<file path="config.mk">
export PLATFORM = sky130hd
export DESIGN_NAME = ntt_stage_scheduler
export DESIGN_NICKNAME = d
export VERILOG_FILES = /design/src/rtl/ntt_pkg.sv /design/src/rtl/ntt_wb_delay.sv /design/src/rtl/ntt_stage_scheduler.sv
export SDC_FILE = /design/constraint.sdc
export NUM_CORES = 1
export LEC_CHECK = 0
export CAP_MARGIN = 30
export CORE_ASPECT_RATIO = 2
export CORE_MARGIN = 2
export CORE_UTILIZATION = 60
export CTS_BUF_LIST = sky130_fd_sc_hd__clkbuf_4
export DETAILED_ROUTE_END_ITERATION = 7
export HOLD_SLACK_MARGIN = 0.05
export PLACE_DENSITY_LB_ADDON = 0.05
export RECOVER_POWER = 100
export SLEW_MARGIN = 40
export SYNTH_ARGS = -nofsm -noshare
export SYNTH_HDL_FRONTEND = slang
export SYNTH_SLANG_ARGS = --single-unit
export TNS_END_PERCENT = 5
</file>
<file path="constraint.sdc">
create_clock -name clk -period 7.8 [get_ports clk]
set_clock_uncertainty 0.05 [all_clocks]
set_input_delay 1.56 -clock clk [delete_from_list [all_inputs] [get_ports clk]]
set_output_delay 1.56 -clock clk [all_outputs]
set_load 0.02 [all_outputs]
</file>
<file path="src/rtl/ntt_pkg.sv">
// Shared types and constants for the NTT stage scheduler (mod 65537 datapath).
package ntt_pkg;

  typedef enum logic [1:0] {
    IDLE,
    ISSUE,
    DRAIN,
    DONE
  } state_t;

  localparam int unsigned PRIME = 65537;
  localparam int unsigned M     = 16;

  function automatic int unsigned clog2(input int unsigned value);
    int unsigned width;
    width = 0;
    while ((32'd1 << width) < value) width++;
    return width;
  endfunction

endpackage

</file>
<file path="src/rtl/ntt_wb_delay.sv">
// Write-back delay line: valid + address pair shifted DEPTH cycles, never stalled.
module ntt_wb_delay
  import ntt_pkg::*;
#(
  parameter int unsigned W     = 8,
  parameter int unsigned DEPTH = 3
) (
  input  logic         clk,
  input  logic         rst_n,
  input  logic         in_valid,
  input  logic [W-1:0] in_a,
  input  logic [W-1:0] in_b,
  output logic         out_valid,
  output logic [W-1:0] out_a,
  output logic [W-1:0] out_b,
  output logic         pending
);

  logic [DEPTH-1:0] vld;
  logic [W-1:0]     a_q [DEPTH];
  logic [W-1:0]     b_q [DEPTH];

  always_ff @(posedge clk or negedge rst_n) begin
    if (!rst_n) begin
      vld <= '0;
      for (int unsigned i = 0; i < DEPTH; i++) begin
        a_q[i] <= '0;
        b_q[i] <= '0;
      end
    end else begin
      vld[0] <= in_valid;
      a_q[0] <= in_a;
      b_q[0] <= in_b;
      for (int unsigned i = 1; i < DEPTH; i++) begin
        vld[i] <= vld[i-1];
        a_q[i] <= a_q[i-1];
        b_q[i] <= b_q[i-1];
      end
    end
  end

  assign out_valid = vld[DEPTH-1];
  assign out_a     = a_q[DEPTH-1];
  assign out_b     = b_q[DEPTH-1];

  // Pending excludes the output stage: an entry there is leaving this cycle,
  // so the next stage may read on the following cycle without a RAW hazard.
  always_comb begin
    pending = in_valid;
    for (int unsigned i = 0; i + 1 < DEPTH; i++) pending = pending | vld[i];
  end

endmodule

</file>
<file path="src/rtl/ntt_stage_scheduler.sv">
// Radix-2 DIT NTT address/twiddle scheduler with stage barrier and write-back replay.
// Optional inverse twiddle indexing when NTT_INV_EN is defined (adds port inv).
module ntt_stage_scheduler
  import ntt_pkg::*;
#(
  parameter int unsigned N      = 256,
  parameter int unsigned LOG_N  = 8,
  parameter int unsigned BF_LAT = 3
) (
  input  logic             clk,
  input  logic             rst_n,
  input  logic             start,
  input  logic             hold,
`ifdef NTT_INV_EN
  input  logic             inv,
`endif
  output logic             busy,
  output logic             done,
  output logic [LOG_N-1:0] stage,
  output logic             rd_en,
  output logic [LOG_N-1:0] rd_addr_a,
  output logic [LOG_N-1:0] rd_addr_b,
  output logic [LOG_N-1:0] tw_addr,
  output logic             wr_en,
  output logic [LOG_N-1:0] wr_addr_a,
  output logic [LOG_N-1:0] wr_addr_b
);

  localparam int unsigned JW = clog2(N / 2);
  localparam logic [JW-1:0]    J_LAST     = JW'(N / 2 - 1);
  localparam logic [LOG_N-1:0] STAGE_LAST = LOG_N'(LOG_N - 1);

  typedef struct packed {
    logic [LOG_N-1:0] a;
    logic [LOG_N-1:0] b;
    logic [LOG_N-1:0] tw;
  } bf_t;

  function automatic bf_t bf_addr(input logic [LOG_N-1:0] s, input logic [JW-1:0] jj);
    bf_t              r;
    logic [LOG_N-1:0] jx;
    logic [LOG_N-1:0] half;
    logic [LOG_N-1:0] k;
    jx   = LOG_N'(jj);
    half = LOG_N'(1) << s;
    k    = jx & (half - LOG_N'(1));
    r.a  = ((jx >> s) << (s + LOG_N'(1))) + k;
    r.b  = r.a + half;
    r.tw = k << (LOG_N'(LOG_N - 1) - s);
    return r;
  endfunction

  state_t           state;
  logic [JW-1:0]    j;
  logic             pending;
  logic [LOG_N-1:0] issue_s;
  logic [JW-1:0]    issue_j;
  bf_t              nxt;
  logic [LOG_N-1:0] tw_next;
`ifdef NTT_INV_EN
  logic             inv_q;
  logic             inv_eff;
`endif

  // The butterfly registered on this edge depends on where it is issued from:
  // start (stage 0), normal issue, or the drain exit into the next stage.
  always_comb begin
    issue_s = stage;
    issue_j = j;
    if (state == IDLE) begin
      issue_s = '0;
      issue_j = '0;
    end else if (state == DRAIN) begin
      issue_s = stage + LOG_N'(1);
      issue_j = '0;
    end
    nxt = bf_addr(issue_s, issue_j);
`ifdef NTT_INV_EN
    inv_eff = (state == IDLE) ? inv : inv_q;
    tw_next = inv_eff ? (LOG_N'(0) - nxt.tw) : nxt.tw;
`else
    tw_next = nxt.tw;
`endif
  end

  always_ff @(posedge clk or negedge rst_n) begin
    if (!rst_n) begin
      state     <= IDLE;
      busy      <= 1'b0;
      done      <= 1'b0;
      stage     <= '0;
      j         <= '0;
      rd_en     <= 1'b0;
      rd_addr_a <= '0;
      rd_addr_b <= '0;
      tw_addr   <= '0;
`ifdef NTT_INV_EN
      inv_q     <= 1'b0;
`endif
    end else begin
      done  <= 1'b0;
      rd_en <= 1'b0;
      case (state)
        IDLE: begin
          if (start) begin
            busy      <= 1'b1;
            stage     <= '0;
            j         <= JW'(1);
            rd_en     <= 1'b1;
            rd_addr_a <= nxt.a;
            rd_addr_b <= nxt.b;
            tw_addr   <= tw_next;
`ifdef NTT_INV_EN
            inv_q     <= inv;
`endif
            state     <= ISSUE;
          end
        end
        ISSUE: begin
          if (!hold) begin
            rd_en     <= 1'b1;
            rd_addr_a <= nxt.a;
            rd_addr_b <= nxt.b;
            tw_addr   <= tw_next;
            if (j == J_LAST) state <= DRAIN;
            else             j     <= j + JW'(1);
          end
        end
        DRAIN: begin
          if (!pending) begin
            if (stage == STAGE_LAST) begin
              done  <= 1'b1;
              busy  <= 1'b0;
              state <= DONE;
            end else begin
              stage     <= stage + LOG_N'(1);
              j         <= JW'(1);
              rd_en     <= 1'b1;
              rd_addr_a <= nxt.a;
              rd_addr_b <= nxt.b;
              tw_addr   <= tw_next;
              state     <= ISSUE;
            end
          end
        end
        DONE:    state <= IDLE;
        default: state <= IDLE;
      endcase
    end
  end

  ntt_wb_delay #(
    .W     (LOG_N),
    .DEPTH (BF_LAT)
  ) u_wb_delay (
    .clk       (clk),
    .rst_n     (rst_n),
    .in_valid  (rd_en),
    .in_a      (rd_addr_a),
    .in_b      (rd_addr_b),
    .out_valid (wr_en),
    .out_a     (wr_addr_a),
    .out_b     (wr_addr_b),
    .pending   (pending)
  );

endmodule
</file>
; Word level (Yosys, flattened, before mapping)
; Index checks and enable logic that the tools add are counted.
[totals]
register_bits = 95
in_bits = 4
out_inout_bits = 52
[op_classes]
add_sub_neg = 7
eq_ne = 12
shifts = 4
mux = 47
bitwise = 3
reduce_logical = 8
[ops]
columns = cell, n
row1 = 8-bit 2-to-1 mux, 17
row2 = 8-bit case mux with 3 select lines, 3
row3 = 7-bit 2-to-1 mux, 7
row4 = 7-bit case mux with 3 select lines, 1
row5 = "8-bit by 1-bit adder with 8-bit output, second input constant", 2
row6 = 8-bit adder, 2
row7 = 8-bit case mux with 2 select lines, 1
row8 = 8-bit by 8-bit left shift with 8-bit output, 2
row9 = "2-bit != test, second input constant", 6
row10 = 4-bit AND reduction, 3
row11 = 1-bit 2-to-1 mux, 10
row12 = 2-bit 2-to-1 mux, 5
row13 = 7-bit by 8-bit bitwise AND with 8-bit output, 1
row14 = "8-bit by 3-bit equality test with 1-bit output, second input constant", 1
row15 = 2-bit case mux with 4 select lines, 1
row16 = "1-bit by 8-bit left shift with 8-bit output, first input constant", 1
row17 = 7-bit by 8-bit >> shifter with 8-bit output, 1
row18 = "3-bit by 8-bit subtractor with 8-bit output, first input constant", 1
row19 = "8-bit by 1-bit subtractor with 8-bit output, second input constant", 1
row20 = "7-bit by 1-bit adder with 7-bit output, second input constant", 1
row21 = "7-bit equality test, second input constant", 1
row22 = 6-bit AND reduction, 1
row23 = 5-bit AND reduction, 1
row24 = "2-bit equality test, second input constant", 2
row25 = other kinds (8), 9

; Depth between registers and ports, before layout
; Gate-level depths: netlist of run 1.
[logic_depth]
ltp_word = 11
depth_mapped = 31

; By module
; A second synthesis of run 1 with hierarchy kept.
[hier_totals]
hier_cells = 575
hier_area_um2 = 5439.0
[modules_own_cells]
columns = mod, n_inst, cells_each, area_each_um2, seq_area_each_um2
row1 = ntt_stage_scheduler, 1, 507, 4036.4, 1101.1
row2 = ntt_wb_delay, 1, 68, 1402.6, 1276.2

; Worst setup path before layout of run 1
; No wires, ideal clock.
[synth_timing]
path_kind = reg2reg
start = register stage[1]
end = register rd_addr_b[7]
setup_time_ns = 0.077
t_arrival_ns = 5.087
required_ns = 7.673
path_slack_ns = 2.586
stages_incl_launch_ff = 25
path_buffers = 2
synth_period_minus_slack_ns = 5.214
cell_sequence = dfrtp_1 -> ha_1 -> nand2_2 -> o311a_1 -> nor3_4 -> nand2_2 -> clkbuf_1 -> nor2_1 -> nand3_1 -> ha_1 -> clkbuf_1 -> xor2_1 -> and3_1 -> ha_1 -> nor2b_1 -> o21ai_0 -> nand2b_1 -> a21o_1 -> a21oi_1 -> xnor2_1 -> ha_1 -> o41ai_1 -> xor2_1 -> xnor3_1 -> o21ai_1
[synth_lines]
columns = item, line
row1 = from (decl), ntt_stage_scheduler.sv:19  ; output logic [LOG_N-1:0] stage,
row2 = from (signal assigned), ntt_stage_scheduler.sv:136  ; stage <= stage + LOG_N'(1);
row3 = to (signal assigned), ntt_stage_scheduler.sv:111  ; rd_addr_b <= nxt.b;
row4 = to (signal assigned), ntt_stage_scheduler.sv:123  ; rd_addr_b <= nxt.b;
row5 = to (signal assigned), ntt_stage_scheduler.sv:140  ; rd_addr_b <= nxt.b;
row6 = to (decl), ntt_stage_scheduler.sv:22  ; output logic [LOG_N-1:0] rd_addr_b,

==> results of run 1 <==
where the power goes:
group / total [mW] / internal [mW] / switching, mW
Clock: 0.255 / 0.0740 / 0.181
Sequential: 0.662 / 0.586 / 0.0755
Combinational: 0.353 / 0.147 / 0.206
logic make-up after synthesis:
logic type | share of synthesized area, %
and+or+nand+nor | 20.5
AOI/OAI and AO/OA | 16.1
DFF | 44.9
buffers and inverters | 6.52
adders and majority gates | 5.72
xor gates and xnor gates | 3.73
muxes | 2.50
final cells by class:
type / instances / area (µm²)
repair buffers: 61 / 574
well taps: 100 / 125
diodes: 1 / 2.50
multi-input cells: 391 / 2570
clock buffers: 9 / 67.6
clock inverters: 7 / 65.1
flip-flops and latches: 95 / 2380
inverters: 19 / 71.3
fillers: 736 / 2740
cell usage in the layout, fill, tap and decap left out, types with 6 or more instances in the layout:
cell,instances
inv_1,17
nand3_1,11
xor2_1,10
clkbuf_4,9
ha_1,21
nor3_1,16
nor2_1,48
nor4_1,8
dfrtp_1,95
a21oi_1,24
nand2_1,77
a22o_1,7
xnor2_1,10
or3_1,6
nor2b_1,9
a31oi_1,6
o21ai_0,23
dlygate4sd3_1,54
nand4_1,6
routing by layer:
layer  global-route usage [%]  part of all wire, %  routed length (µm)  up-vias
met3                     4.71                  4.3                 635       73
met4                     23.2                  7.9                1160        0
met2                     58.9                   55                8000      184
met1                     31.4                   33                4830     2105
li1                         -                    -                   -     2009
met5                        0                    0                   0        -
worst max path at each step:
stage                                     to  slack [ps]  cells past startpoint
finish              rd_addr_b[7]$_DFFE_PN0P_        1090                     24
global route        rd_addr_b[7]$_DFFE_PN0P_         430                     24
CTS                 rd_addr_b[7]$_DFFE_PN0P_        1280                     25
detailed placement  rd_addr_b[7]$_DFFE_PN0P_        1350                     25
global placement    rd_addr_b[7]$_DFFE_PN0P_        1480                     25
floorplan           rd_addr_b[7]$_DFFE_PN0P_        2590                     24
metrics by stage:
step	area (µm²)	hold WS (ps)	util (%)	power (mW)
after global routing	5850	321	68.1	1.33
after floorplan	5300	281	-	0.893
after CTS	5870	318	68.3	1.30
after global placement	5730	282	66.8	1.02
after detailed placement	5730	285	66.8	1.04
final	5850	316	68.1	1.27
worst max-delay path: stages, from the launching register on:
cell and delay [ps]:
dfrtp_1 360, buf_4 280, nand2b_1 410, inv_1 280, ha_1 870, nand2b_1 450, inv_1 320, ha_1 390
nor2_1 130, a31oi_1 90, nor4_1 290, ha_1 230, inv_1 60, fa_1 400, nor2b_1 120, o21ai_0 100
nand2b_1 120, xor2_1 200, ha_1 300, nand2_1 80, o21ai_0 130, o41ai_1 370, xor2_1 200, xnor3_1 230
o21ai_0 150
state kept, by name (all words and copies together) (netlist names):
signal	flops
rd_addr_b	8
u_wb_delay.out_a	8
j	7
tw_addr	8
busy	1
rd_addr_a	8
done	1
u_wb_delay.vld	3
u_wb_delay.out_b	8
state	2
u_wb_delay.b_q	16
u_wb_delay.a_q	16
stage	8
rd_en	1
==> summary.txt, run 1 <==
status - finished, violations left
failing checks - max-capacitance violations, max-slew violations
Setup Fix Bufs, Post-CTS - 0
CTS root buffer - clkbuf_4
RSZ-0062 raised after global routing - no
Final GP Congestion - 1.04
Post-synth EDFFs - 0
R2R setup slack - 1090 ps
Die W - 70.4 µm
Hold WC Path Type - flip-flop to flip-flop
YS warnings - 0
count of final setup violators - 0
Max-Cap Viols - 2
CP Data Arrival Time - 7040 ps
count of cell types in the netlist - 76
CP Data Required Time - 8130 ps
Overflow after GRT - 0
fmax - 149 MHz
Post-Syn Instances - 554
Worst Reg-to-Reg Cells - 24
Hold Buf Count CTS - 0
Pleak - 2.68 nW
worst r2r dst - rd_addr_b[7]$_DFFE_PN0P_
drt drc - 0
layout cells sized above 1 - 6.53%
global-route wire length before repair - 23200 µm
CP Max Fanout - 32
post_cts resized - 0
Final Max Tran Viols - 80
FF+latch count, synth - 95
top cell type's share of synthesized area - 44.9%
DR pass1 iterations - 7
Final #Nets - 604
fin crit period - 6710 ps
post-route ant nets - 0
Routed WL per cell - 21.4 µm
PwrDens - 217 nW/µm²
worst r2r src - state[0]$_DFFE_PN0P_
Tot GR Track Use - 31.8%
Port-buffer cells - 55
CTS tree - built
worst rel slew slack - -49.2%
Hold Violations, Final - 0
net count after synthesis - 581
post-synthesis cell area - 5300 µm²
Area contributors post-synth - dfrtp_1, nand2_1, ha_1
H-Tree Depth - 3
hold path start - u_wb_delay.b_q[23]$_DFF_PN0_
DR vias/cell - 6.40
placed cell count - 665
Critical Path End Type - flip-flop
top-count cell post-synth - dfrtp_1
IO Pins - 56
Layout Cells excl Fill - 683
Die Area - 9640 µm²
row count - 48
Worst setup startpoint - state[0]$_DFFE_PN0P_
mean area per synthesized cell - 9.56 µm²
drt total wl - 14600 µm
Setup TNS - 0 ps
number of global-route vias before repair - 4385
DP HPWL - 11200 µm
critical path class - flip-flop to flip-flop
Seq/Total Area, Yosys - 44.9%
final worst-path cycle share - 86.0%
Inserted Clock Buffers - 9
Post-synth ARST share - 100%
Min-Delay Endpoint - u_wb_delay.b_q[15]$_DFF_PN0_
largest net degree at the start of global routing - 64
CTS Sinks - 95
Initial Util - 61.7%
Worst-Skew Late Latency - 470 ps
Slew @ Worst Pin - 2240 ps
VDD IR max - 0.218 mV
final worst slack - 1090 ps
initial drt markers - 261
WHS Path Cells - 0
pre-CTS setup slack - 1350 ps
Core Area - 8590 µm²
initial antenna violation count - 1
Vias - 4371
Syn-to-layout area delta - 10.5%
clock buffer depth - 2
clock slew at reported path FFs - 160 ps
crit path launch type - flip-flop
Die Span Y - 137 µm
top cells by count, synth - dfrtp_1, nand2_1, nor2_1
area leader, netlist - dfrtp_1
prevailing post-synth register cell - dfrtp_1
No activity file was read; power rests on OpenSTA's default activity.
==> run 2, diff against run 1 <==
--- a/config.mk
+++ b/config.mk
@@ -8,8 +8,8 @@
 export CAP_MARGIN = 30
 export CORE_ASPECT_RATIO = 2
 export CORE_MARGIN = 2
-export CORE_UTILIZATION = 60
-export CTS_BUF_LIST = sky130_fd_sc_hd__clkbuf_4
+export CORE_UTILIZATION = 59
+export CTS_BUF_LIST = sky130_fd_sc_hd__clkbuf_8
 export DETAILED_ROUTE_END_ITERATION = 7
 export HOLD_SLACK_MARGIN = 0.05
 export PLACE_DENSITY_LB_ADDON = 0.05
==> constraint.sdc (replaced) <==
create_clock -name clk -period 7.7 [get_ports clk]
set_clock_uncertainty 0.05 [all_clocks]
set_input_delay 1.54 -clock clk [delete_from_list [all_inputs] [get_ports clk]]
set_output_delay 1.54 -clock clk [all_outputs]
set_load 0.02 [all_outputs]
==> run 2 against run 1 <==
- the flow still finishes with violations (max-capacitance violations, max-slew violations)
- power grew 15%
- global-route usage up 0.20 points
- maximum frequency increased by 2.1%
- clock-buffer cell count unchanged
- cell count did not move
==> summary.txt, run 2 (same netlist as run 1, synthesis figures left out) <==
status - finished, violations left
failing checks - max-capacitance violations, max-slew violations
Pleak - 2.74 nW (+2.2%)
RSZ-0062 raised after global routing - no
Layout Cells excl Fill - 683 (unchanged)
PwrDens - 243 nW/µm² (+12%)
Sw Share - 31.8% (-4.6 points)
antenna cells - 0 (-1)
worst rel slew slack - -101% (-52 points)
largest registers - u_wb_delay.a_q (16), u_wb_delay.b_q (16)
post_cts resized - 0 (unchanged)
Hold Violations, Final - 0 (unchanged)
Final #Nets - 604 (unchanged)
most frequent cells in the layout - dfrtp_1, nand2_1, dlygate4sd3_1
Routed WL per cell - 21.7 µm (+1.6%)
DR pass1 iterations - 5 (-2)
Inserted Clock Buffers - 9 (unchanged)
CTS tree - built
cell-internal power - 0.994 mW (+23%)
Hold Buf Count CTS - 0 (unchanged)
global-route wire length before repair - 23800 µm (+2.5%)
drt drc - 0 (unchanged)
post-route ant nets - 0 (unchanged)
hold path start - u_wb_delay.a_q[15]$_DFF_PN0_
Worst-Skew Late Latency - 380 ps (-90 ps)
Core Area - 8890 µm² (+3.5%)
commonest non-fill, non-tap cell in the layout - dfrtp_1
CTS root buffer - clkbuf_8
crit path max-delay cell type - ha_1
CP Max Fanout - 23 (-28%)
Max-Cap Viols - 2 (unchanged)
slowest cell delay on critical path - 890 ps (+20 ps)
worst r2r src - state[1]$_DFFE_PN0P_
R2R setup slack - 1130 ps (+40 ps)
Setup TNS - 0 ps (unchanged)
Slew @ Worst Pin - 3010 ps (+774 ps)
CTS Sinks - 95 (unchanged)
CP Cell Sequence - nand2b_1, inv_1, ha_1, nand2b_1, inv_1, nor3_1, a32oi_1, or2_0, or3_1, inv_1, ha_1, a21o_1, a21oi_1, nor2b_1, o21a_1, nor2_1, xnor2_1, ha_1, nor3_1, nor2_1, o41ai_1, xor2_1, xnor3_1, o21ai_0
layout cells sized above 1 - 6.54% (+0.011 points)
Comb power frac - 24.6% (-3.2 points)
crit path launch type - flip-flop
Worst setup startpoint - state[1]$_DFFE_PN0P_
Sequential Power Share - 45.7% (-6.4 points)
critical path class - flip-flop to flip-flop
Die Area - 9800 µm² (+1.6%)
drt total wl - 14900 µm (+1.6%)
clock slew at reported path FFs - 90 ps (-70 ps)
number of global-route vias before repair - 4438 (+1.2%)
DR vias/cell - 6.38 (-0.37%)
Die W - 71.0 µm (+0.80%)
Final Max Tran Viols - 98 (+23%)
Net Switching - 0.464 mW (+0.21%)
final worst-path cycle share - 85.4% (-0.66 points)
largest net degree at the start of global routing - 62 (-3.1%)
Syn-to-layout area delta - 13.0%
fin crit period - 6570 ps (-137 ps)
CP Data Required Time - 7940 ps (-190 ps)
Final GP Congestion - 1.05 (+1.3%)
clock power share - 29.7% (+9.6 points)
Vias - 4355 (-0.37%)
DP HPWL - 11300 µm (+0.99%)
Tot GR Track Use - 32.0% (+0.20 points)
count of final setup violators - 0 (unchanged)
H-Tree Depth - 3 (unchanged)
Setup Fix Bufs, Post-CTS - 0 (unchanged)
initial drt markers - 241 (-7.7%)
clock buffer depth - 2 (unchanged)
fmax - 152 MHz (+2.1%)
Hold WC Path Type - flip-flop to flip-flop
placed cell count - 668 (+0.45%)
Overflow after GRT - 0 (unchanged)
Initial Util - 59.6% (-2.1 points)
Port-buffer cells - 55 (unchanged)
Die Span Y - 138 µm (+0.82%)
Critical Path End Type - flip-flop
initial antenna violation count - 0 (-1)
CP Data Arrival Time - 6810 ps (-230 ps)
VDD IR max - 0.205 mV (-6.2%)
row count - 49 (+2.1%)
IO Pins - 56 (unchanged)
[run 2: final timing paths]
path                                                 end  depth (start not counted)
max                             rd_addr_b[7]$_DFFE_PN0P_                         24
min                        u_wb_delay.out_a[7]$_DFF_PN0_                          0
max reg2reg                     rd_addr_b[7]$_DFFE_PN0P_                         24
min reg2reg                u_wb_delay.out_a[7]$_DFF_PN0_                          0
max in group asynchronous   u_wb_delay.a_q[16]$_DFF_PN0_                          2
min in group asynchronous       rd_addr_b[3]$_DFFE_PN0P_                          1
[run 2: power groups by stage]
stage	combinational [mW]	sequential (mW)	clock (mW)
after global placement	0.368	0.672	0
final	0.358	0.666	0.433
after detailed placement	0.374	0.677	0
after floorplan	0.236	0.668	0
after global routing	0.390	0.680	0.458
after CTS	0.377	0.670	0.441
[run 2: critical path, delay by kind of cell (launching register included)]
family,cells,cell delay (ps)
compound gates,6,970
xor+xnor,3,640
fa+ha+maj,3,1440
buf+inv,3,670
flops,1,460
simple gates,9,2220
[run 2: metal layers]
| metal | part of all wire [%] | track usage [%] | vias up |
|---|---|---|---|
| met3 | 3.5 | 4.66 | 62 |
| met2 | 55 | 57.5 | 162 |
| met1 | 33 | 31.9 | 2120 |
| met4 | 8.5 | 24.3 | 0 |
| met5 | 0 | 0 | - |
| li1 | - | - | 2011 |
[run 2: cell type report]
cell class,instances,area (µm²)
Sequential cell,95,2380
Fill cell,736,2900
Timing Repair Buffer,61,578
Inverter,19,71.3
Clock inverter,6,140
Tap cell,102,128
Multi-Input combinational cell,391,2570
Clock buffer,9,124
[run 2: per-stage QoR]
step	util (%)	power (mW)	area (µm²)	setup slack [ps]	hold slack (ps)
floorplan	-	0.904	5300	2490	281
detailed placement	64.6	1.05	5740	1420	286
global route	67.3	1.53	5990	590	317
global placement	64.6	1.04	5740	1680	282
finish	67.3	1.46	5990	1130	304
CTS	67.6	1.49	6010	1400	307
==> run 3, diff against run 2 <==
--- a/config.mk
+++ b/config.mk
@@ -8,10 +8,10 @@
 export CAP_MARGIN = 30
 export CORE_ASPECT_RATIO = 2
 export CORE_MARGIN = 2
-export CORE_UTILIZATION = 59
+export CORE_UTILIZATION = 24
 export CTS_BUF_LIST = sky130_fd_sc_hd__clkbuf_8
+export CTS_CLUSTER_SIZE = 16
 export DETAILED_ROUTE_END_ITERATION = 7
-export HOLD_SLACK_MARGIN = 0.05
 export PLACE_DENSITY_LB_ADDON = 0.05
 export RECOVER_POWER = 100
 export SLEW_MARGIN = 40
==> run 3 against run 2 <==
- the run still ends with max-capacitance violations, max-slew violations left
- sequential cell count stayed put
- largest cell class unchanged
- cell count is 26% higher
- clock-buffer cell count stayed put
- maximum frequency is 1.7% lower
==> summary.txt, run 3 (same netlist as run 1, synthesis figures left out) <==
Hold Violations, Final - 0 (unchanged)
Worst Hold Slack - 303 ps (-1.59 ps)
DR pass1 iterations - 4 (-1)
Syn-to-layout area delta - 16.9%
post_cts resized - 0 (unchanged)
RSZ-0062 raised after global routing - no
Core Area - 21600 µm² (+140%)
antenna cells - 0 (unchanged)
Reg area - 2380 µm² (unchanged)
fin crit period - 6690 ps (+117 ps)
fillers - 2333 (+220%)
Hold Buf Count CTS - 0 (unchanged)
post-route ant nets - 0 (unchanged)
Final Max Tran Viols - 98 (unchanged)
CP Data Required Time - 7980 ps (+40 ps)
crit path launch type - flip-flop
CTS Sinks - 95 (unchanged)
most frequent cells in the layout - dfrtp_1, nand2_1, dlygate4sd3_1
PwrDens - 229 nW/µm² (-6.0%)
Hold WC Path Type - flip-flop to flip-flop
failing checks - max-capacitance violations, max-slew violations
global-route wire length before repair - 28100 µm (+18%)
worst rel slew slack - -142% (-41 points)
Port-buffer cells - 55 (unchanged)
total power - 1.42 mW (-2.7%)
commonest non-fill, non-tap cell in the layout - dfrtp_1
DP HPWL - 14200 µm (+26%)
Vias - 4298 (-1.3%)
Setup TNS - 0 ps (unchanged)
IO Pins - 56 (unchanged)
Max-Cap Viols - 2 (unchanged)
Setup Fix Bufs, Post-CTS - 0 (unchanged)
largest registers - u_wb_delay.a_q (16), u_wb_delay.b_q (16)
Critical Path End Type - flip-flop
fmax - 149 MHz (-1.7%)
Slew @ Worst Pin - 3630 ps (+618 ps)
Inserted Clock Buffers - 9 (unchanged)
Final #Nets - 607 (+0.50%)
area of the multi-input gates - 2580 µm² (+0.39%)
CP Data Arrival Time - 6970 ps (+160 ps)
CP Max Fanout - 12 (-48%)
clock buffer depth - 2 (unchanged)
largest net degree at the start of global routing - 69 (+11%)
Die W - 109 µm (+54%)
H-Tree Depth - 3 (unchanged)
Die Span Y - 214 µm (+55%)
CTS root buffer - clkbuf_8
status - finished, violations left
DR vias/cell - 5.01 (-21%)
Initial Util - 24.5% (-35 points)
count of final setup violators - 0 (unchanged)
number of global-route vias before repair - 4709 (+6.1%)
Routed WL per cell - 21.1 µm (-3.1%)
Overflow after GRT - 0 (unchanged)
Pleak - 2.73 nW (-0.31%)
CTS tree - built
Final GP Congestion - 0.912 (-13%)
Tot GR Track Use - 16.6% (-15 points)
Die Area - 23300 µm² (+140%)
initial antenna violation count - 0 (unchanged)
critical path class - flip-flop to flip-flop
clock slew at reported path FFs - 100 ps (about the same)
final worst-path cycle share - 86.9% (+1.5 points)
layout cells sized above 1 - 7.69% (+1.2 points)
VDD IR max - 0.122 mV (-41%)
Worst-Skew Late Latency - 420 ps (+40 ps)
initial drt markers - 176 (-27%)
drt total wl - 18100 µm (+22%)
drt drc - 0 (unchanged)
WHS Path Cells - 0 (unchanged)
row count - 76 (+55%)
Worst Reg-to-Reg Cells - 20 (-17%)
==> run 3: stage by stage <==
step	worst slack [ps]	cell area [µm²]	instances	util [%]
5_1_grt	425	6190	858	28.7
2_1_floorplan	2490	5300	554	-
6_report	1010	6190	858	28.7
4_1_cts	1300	6220	858	28.8
3_3_place_gp	1200	5980	842	27.7
3_5_place_dp	1310	5990	842	27.8
==> run 3: critical path, stage by stage, from the launching register on <==
cell,delay [ps]
dfrtp_1,500
nand2b_1,440
inv_2,230
ha_1,620
clkbuf_1,570
mux2i_1,180
o22a_1,240
o31ai_1,460
a32oi_1,200
or2_1,290
or3_1,410
fa_1,540
inv_1,70
ha_1,270
a21o_1,150
a21oi_1,270
o21ai_0,230
o41ai_1,340
xor2_1,190
xnor3_1,230
o21ai_1,110
==> run 3: report_power, final <==
group	switching, mW	total [mW]	internal [mW]
sequential	0.0787	0.673	0.594
clock	0.201	0.388	0.187
combinational	0.209	0.357	0.149
==> run 3: final timing paths <==
check                                             start                             to  slack (ps)
max in group asynchronous                         rst_n  u_wb_delay.out_a[1]$_DFF_PN0_        1880
setup reg to reg                   state[1]$_DFFE_PN0P_       rd_addr_b[7]$_DFFE_PN0P_        1010
hold reg to reg            u_wb_delay.b_q[20]$_DFF_PN0_   u_wb_delay.b_q[12]$_DFF_PN0_         300
setup / recovery                   state[1]$_DFFE_PN0P_       rd_addr_b[7]$_DFFE_PN0P_        1010
min in group asynchronous                         rst_n         tw_addr[4]$_DFFE_PN0P_        1510
hold / removal             u_wb_delay.b_q[20]$_DFF_PN0_   u_wb_delay.b_q[12]$_DFF_PN0_         300
==> run 3: cell type report <==
| type | count | area share [%] |
|---|---|---|
| clock buffer | 9 | 2.00 |
| clock inverter | 7 | 1.70 |
| inverter | 19 | 1.15 |
| multi-input combinational | 391 | 41.6 |
| sequential | 95 | 38.4 |
| tap | 273 | 5.51 |
| timing repair buffer | 64 | 9.63 |
==> run 3: per-layer routing <==
metal  part of all wire, %  track usage [%]
met5                     0                0
met4                   8.6             13.7
met3                   3.2             3.13
met2                    56             30.2
met1                    33             15.2
